File: config.mk
export PLATFORM = sky130hd
export DESIGN_NAME = bitty_fetch_unit
export DESIGN_NICKNAME = d
export VERILOG_FILES = /design/src/rtl/bitty_fetch_unit.sv
export SDC_FILE = /design/constraint.sdc
export NUM_CORES = 1
export LEC_CHECK = 0
export BUFFER_PORTS_ARGS = -buffer_cell sky130_fd_sc_hd__buf_2
export CAP_MARGIN = 5
export CORE_MARGIN = 5
export CORE_UTILIZATION = 30
export CTS_CLUSTER_DIAMETER = 50
export DETAILED_ROUTE_END_ITERATION = 7
export HOLD_SLACK_MARGIN = 0.15
export PLACE_DENSITY = 0.5
export SLEW_MARGIN = 20
export SYNTH_ARGS = -nofsm -noshare
export SYNTH_HDL_FRONTEND = slang
export SYNTH_SLANG_ARGS = --single-unit
File: constraint.sdc
create_clock -name clk -period 4.1 [get_ports clk]
set_input_delay 0.205 -clock clk [delete_from_list [all_inputs] [get_ports clk]]
set_output_delay 0.205 -clock clk [all_outputs]
set_load 0.05 [all_outputs]
File: src/rtl/bitty_fetch_unit.sv
// Instruction fetch/sequencing stage in front of the Bitty core.
// Holds the PC, reads instructions from synchronous memory, and resolves
// branches and halt locally. Only ALU instructions are handed to the core.
// Optional breakpoint logic: define BITTY_FETCH_BREAKPOINT_EN.
module bitty_fetch_unit #(
  parameter int unsigned ADDR_W = 8,
  parameter int unsigned DATA_W = 16
) (
  input  logic              clk,
  input  logic              reset,
  input  logic              start,
  output logic              mem_rd_en,
  output logic [ADDR_W-1:0] mem_addr,
  input  logic [DATA_W-1:0] mem_rdata,
  input  logic              cpu_done,
  input  logic [DATA_W-1:0] cpu_d_out,
  output logic [DATA_W-1:0] d_instr,
  output logic              run,
  output logic [ADDR_W-1:0] pc,
`ifdef BITTY_FETCH_BREAKPOINT_EN
  input  logic              bp_en,
  input  logic [ADDR_W-1:0] bp_addr,
  output logic              bp_hit,
`endif
  output logic              halted
);

  localparam logic [DATA_W-1:0] HALT_INSTR = {DATA_W{1'b1}};

  typedef enum logic [2:0] {
    IDLE,
    FETCH,
    WAIT_MEM,
    DECODE,
    EXEC,
    WAIT_DONE,
    HALT
  } state_t;

  state_t            state, state_d;
  logic [ADDR_W-1:0] pc_d;
  logic [DATA_W-1:0] instr, instr_d;
  logic [DATA_W-1:0] d_instr_d;
  logic              branch_taken;
`ifdef BITTY_FETCH_BREAKPOINT_EN
  logic              bp_hit_d;
`endif

  // The memory address is always the current PC.
  assign mem_addr = pc;

  // Next-state, next-PC and instruction latching.
  always_comb begin
    state_d      = state;
    pc_d         = pc;
    instr_d      = instr;
    d_instr_d    = d_instr;
    branch_taken = 1'b0;
`ifdef BITTY_FETCH_BREAKPOINT_EN
    bp_hit_d     = bp_hit;
`endif
    case (state)
      IDLE: begin
        if (start) begin
          pc_d    = '0;
          state_d = FETCH;
        end
      end
      FETCH: state_d = WAIT_MEM;
      WAIT_MEM: begin
        instr_d = mem_rdata;
        state_d = DECODE;
      end
      DECODE: begin
        if (instr == HALT_INSTR) begin
          state_d = HALT;
        end else if (instr[1:0] == 2'b10) begin
          case (instr[3:2])
            2'b00:   branch_taken = (cpu_d_out == DATA_W'(0));
            2'b01:   branch_taken = (cpu_d_out == DATA_W'(1));
            2'b10:   branch_taken = (cpu_d_out == DATA_W'(2));
            default: branch_taken = 1'b1;
          endcase
          pc_d    = branch_taken ? instr[ADDR_W+3:4] : pc + ADDR_W'(1);
          state_d = FETCH;
        end else begin
          d_instr_d = instr;
          state_d   = EXEC;
        end
      end
      EXEC: state_d = WAIT_DONE;
      WAIT_DONE: begin
        if (cpu_done) begin
          pc_d    = pc + ADDR_W'(1);
          state_d = FETCH;
        end
      end
      HALT: begin
        if (start) begin
          pc_d    = '0;
          state_d = FETCH;
        end
      end
      default: state_d = IDLE;
    endcase
`ifdef BITTY_FETCH_BREAKPOINT_EN
    // A restart clears the hit flag; a fetch landing on bp_addr halts instead of reading.
    if (start && (state == IDLE || state == HALT)) begin
      bp_hit_d = 1'b0;
    end
    if (state_d == FETCH && bp_en && pc_d == bp_addr) begin
      state_d  = HALT;
      bp_hit_d = 1'b1;
    end
`endif
  end

  // State, PC and registered outputs; reset also drops run immediately.
  always_ff @(posedge clk or negedge reset) begin
    if (!reset) begin
      state     <= IDLE;
      pc        <= '0;
      instr     <= '0;
      d_instr   <= '0;
      run       <= 1'b0;
      mem_rd_en <= 1'b0;
      halted    <= 1'b0;
    end else begin
      state     <= state_d;
      pc        <= pc_d;
      instr     <= instr_d;
      d_instr   <= d_instr_d;
      run       <= (state_d == EXEC);
      mem_rd_en <= (state_d == FETCH);
      halted    <= (state_d == HALT);
    end
  end

`ifdef BITTY_FETCH_BREAKPOINT_EN
  // Breakpoint hit flag.
  always_ff @(posedge clk or negedge reset) begin
    if (!reset) begin
      bp_hit <= 1'b0;
    end else begin
      bp_hit <= bp_hit_d;
    end
  end
`endif

endmodule

==> flow_metrics.py <==
metrics = {
    "setup_path": {
        "crit_family": "simple AND/OR/NAND/NOR gates",
        "path_buf_inv": 0,
        "crit_type": "reg -> reg",
        "end_kind": "register",
        "cp.required_ns": 4.29,
        "crit_fanout": 17,
        "arrival_ns": 2.69,
        "start_kind": "register",
        "cp_slowest_cell": "or3_1",
        "cpPeakStageDelay_ns": 0.71,
        "crit_chain": "nor2b_1 > and3_1 > nand4_1 > nand2_1 > or3_1 > mux2_1",
    },
    "routing": {
        "wl_per_cell_um": 14.4,
        "via_per_inst": 4.65,
        "first_iter_violations": 62,
        "vias": 1810,
        "finalWirelength_mm": 5.60,
        "dr.pass1.iters": 4,
        "ant_nets": 0,
        "drcViolationCount": 0,
    },
    "cts": {
        "clockBufferDepth": 2,
        "cts_tree": "built",
        "cts_setup_buffers": 0,
        "cts_sinks": 46,
        "cts_root_buffer": "clkbuf_8",
        "htree_levels": 2,
        "clk_pin_slew_ns": 0.09,
        "clk_latency_ns": 0.30,
        "cts_made_buffers": 5,
    },
    "placement": {
        "place_area_um2": 2760,
        "numPortBuffers": 70,
        "dp_hpwl_mm": 4.02,
        "gp_congestion": 0.712,
    },
    "die": {
        "start_util_pct": 30.7,
        "dieArea_um2": 9790,
        "die_x_um": 99.0,
        "die_h_um": 99.0,
        "num_rows": 32,
        "ios": 71,
        "fp.coreArea_um2": 7730,
    },
    "job": {
        "cap_violations": 0,
    },
    "global_route": {
        "grt_pass1_vias": 1853,
        "antenna_found_initial": 0,
        "grt_max_degree": 47,
        "grt_pass1_wl_mm": 9.23,
        "grt_overflow": 0,
        "grt.total_usage_pct": 11.7,
    },
    "yosys": {
        "synth-compound-area-share_pct": 12.7,
        "synthAdderAreaFrac_pct": 2.64,
        "synth.distinct_cells": 44,
        "synth_warnings": 0,
        "yosysSeqAreaShare_pct": 48.5,
        "synthArstFlopShare_pct": 100,
        "synth-xor-area-share_pct": 0.369,
        "syn_area_per_cell_um2": 11.5,
        "synthMuxAreaShare_pct": 16.3,
        "synthCells": 207,
        "yosys.area_share.simple_pct": 13.4,
        "synth_area_um2": 2370,
        "synth_top_family_by_area": "multiplexers",
        "synth_ff_type": "dfrtp_1",
        "synth-edff-count": 0,
        "synth_nets": 248,
        "synth_seq_cells": 46,
    },
    "final_layout": {
        "area_delta_synth_final_pct": 27.1,
        "diodes": 0,
        "stdcell_area_um2": 3020,
        "final_nets": 327,
        "nFillCells": 765,
        "drive_gt1_share_pct": 37.6,
    },
    "timing": {
        "setup-violations-final": 0,
        "slew_headroom_pct": 29.8,
        "whs_ns": 0.230,
        "fin_crit_sh_pct": 61.1,
        "rsz0062_at_grt": "false",
        "hold_viol_final": 0,
        "tns_ns": 0,
        "fmax_mhz": 399,
        "tightestPinTransition_ns": 1.05,
        "fin_skew_ns": 0.00534,
        "fin_crit_ns": 2.51,
        "final-max-slew-violation-count": 0,
    },
    "power_and_ir_drop": {
        "power_density_nw_per_um2": 857,
        "vdd.ir_drop.worst_mv": 0.378,
        "p_leak_nw": 1.44,
        "finalPower_mw": 2.59,
    },
    "run_status": {
        "outcome": "completed",
    },
    "worst_hold_path": {
        "holdCritPathClass": "in -> reg",
    },
}
state kept, by name (all words and copies together) (netlist names):
register and count:
run 1, halted 1, state 3, instr 16
mem_rd_en 1, d_instr 16, mem_addr 8
cells by family after synthesis:
group,Yosys count
AND/OR/NAND/NOR,57
flip-flops,46
XOR/XNOR,1
adder cells (fa/ha/maj),5
multiplexers,32
buffers and inverters,27
AO/OA/AOI/OAI,39
metrics by stage:
step / cells / utilization, % / worst slack, ns
after floorplan: 207 / - / 1.93
after global placement: 364 / 35.7 / 1.61
after detailed placement: 364 / 35.7 / 1.61
after CTS: 389 / 39.0 / 1.58
after global routing: 389 / 39.1 / 1.39
final: 389 / 39.1 / 1.59
path summary, 6_finish.rpt:
| check | from | end | slack [ns] | cells past startpoint |
|---|---|---|---|---|
| min in group asynchronous | reset | instr[13] | 0.45 | 2 |
| max in group asynchronous | reset | d_instr[12] | 3.26 | 2 |
| setup / recovery | state[1] | d_instr[5] | 1.59 | 6 |
| hold / removal | start | state[0] | 0.23 | 3 |
| hold reg to reg | d_instr[0] | d_instr[0] | 0.50 | 1 |
| setup reg to reg | state[1] | d_instr[5] | 1.59 | 6 |
power by group:
group / leakage (nW) / switching, mW / internal [mW]
sequential: 0.568 / 0.230 / 0.667
combinational: 0.830 / 0.914 / 0.495
clock: 0.0441 / 0.161 / 0.120
what timing repair did:
item,4_1_cts,5_1_grt
gates resized for setup,0,0
hold endpoints to repair,62,0
hold buffers,17,0
Yosys cell counts (all sizes together) (3+ instances only):
cell type | count | area share, %
nor2 | 8 | 1.6
nand4 | 4 | 1.1
buf | 14 | 4.1
o21ai | 13 | 2.7
a21oi | 9 | 1.9
a22oi | 3 | 0.95
mux2 | 29 | 15
and3 | 3 | 0.79
nand2 | 15 | 2.4
nand3 | 6 | 1.3
nor2b | 5 | 1.3
o22ai | 3 | 0.79
mux2i | 3 | 1.3
inv | 11 | 1.7
ha | 5 | 2.6
dfrtp | 46 | 48
per-layer routing:
metal  GRT usage, %  up-vias  routed length (µm)
met2           18.7       44                2700
met5              0        -                   0
met1           16.1      874                2600
met4           2.52        0                  10
met3           2.83        2                 287
li1               -      890                   -
cell usage in the layout (no fill, tap or decap), drive strengths merged, types with 3 or more instances in the layout:
| cell | Yosys | final |
|---|---|---|
| and3 | 3 | 3 |
| nand4 | 4 | 4 |
| ha | 5 | 5 |
| nand3 | 6 | 6 |
| o22ai | 3 | 3 |
| nor2b | 5 | 5 |
| dfrtp | 46 | 46 |
| clkbuf | 2 | 5 |
| inv | 11 | 11 |
| a21oi | 9 | 9 |
| a22oi | 3 | 3 |
| mux2 | 29 | 29 |
| nand2 | 15 | 15 |
| nor2 | 8 | 8 |
| mux2i | 3 | 3 |
| buf | 14 | 71 |
| o21ai | 13 | 13 |
| dlygate4sd3 | 0 | 17 |
worst reg2reg max path, cell delays in order, from the launching register on:
cell and delay (ns):
dfrtp_1 0.64, nor2b_1 0.25, and3_1 0.18, nand4_1 0.12, nand2_1 0.11, or3_1 0.71
mux2_1 0.39
area by class of cell:
| class | count | area, µm² | area share [%] |
|---|---|---|---|
| flip-flops and latches | 46 | 1150 | 38.1 |
| clock inverters | 3 | 21.3 | 0.705 |
| multi-input cells | 134 | 1080 | 35.7 |
| repair buffers | 88 | 531 | 17.6 |
| clock buffers | 5 | 68.8 | 2.28 |
| inverters | 11 | 41.3 | 1.37 |
| well taps | 102 | 128 | 4.23 |
(Power assumes the default switching activity.)
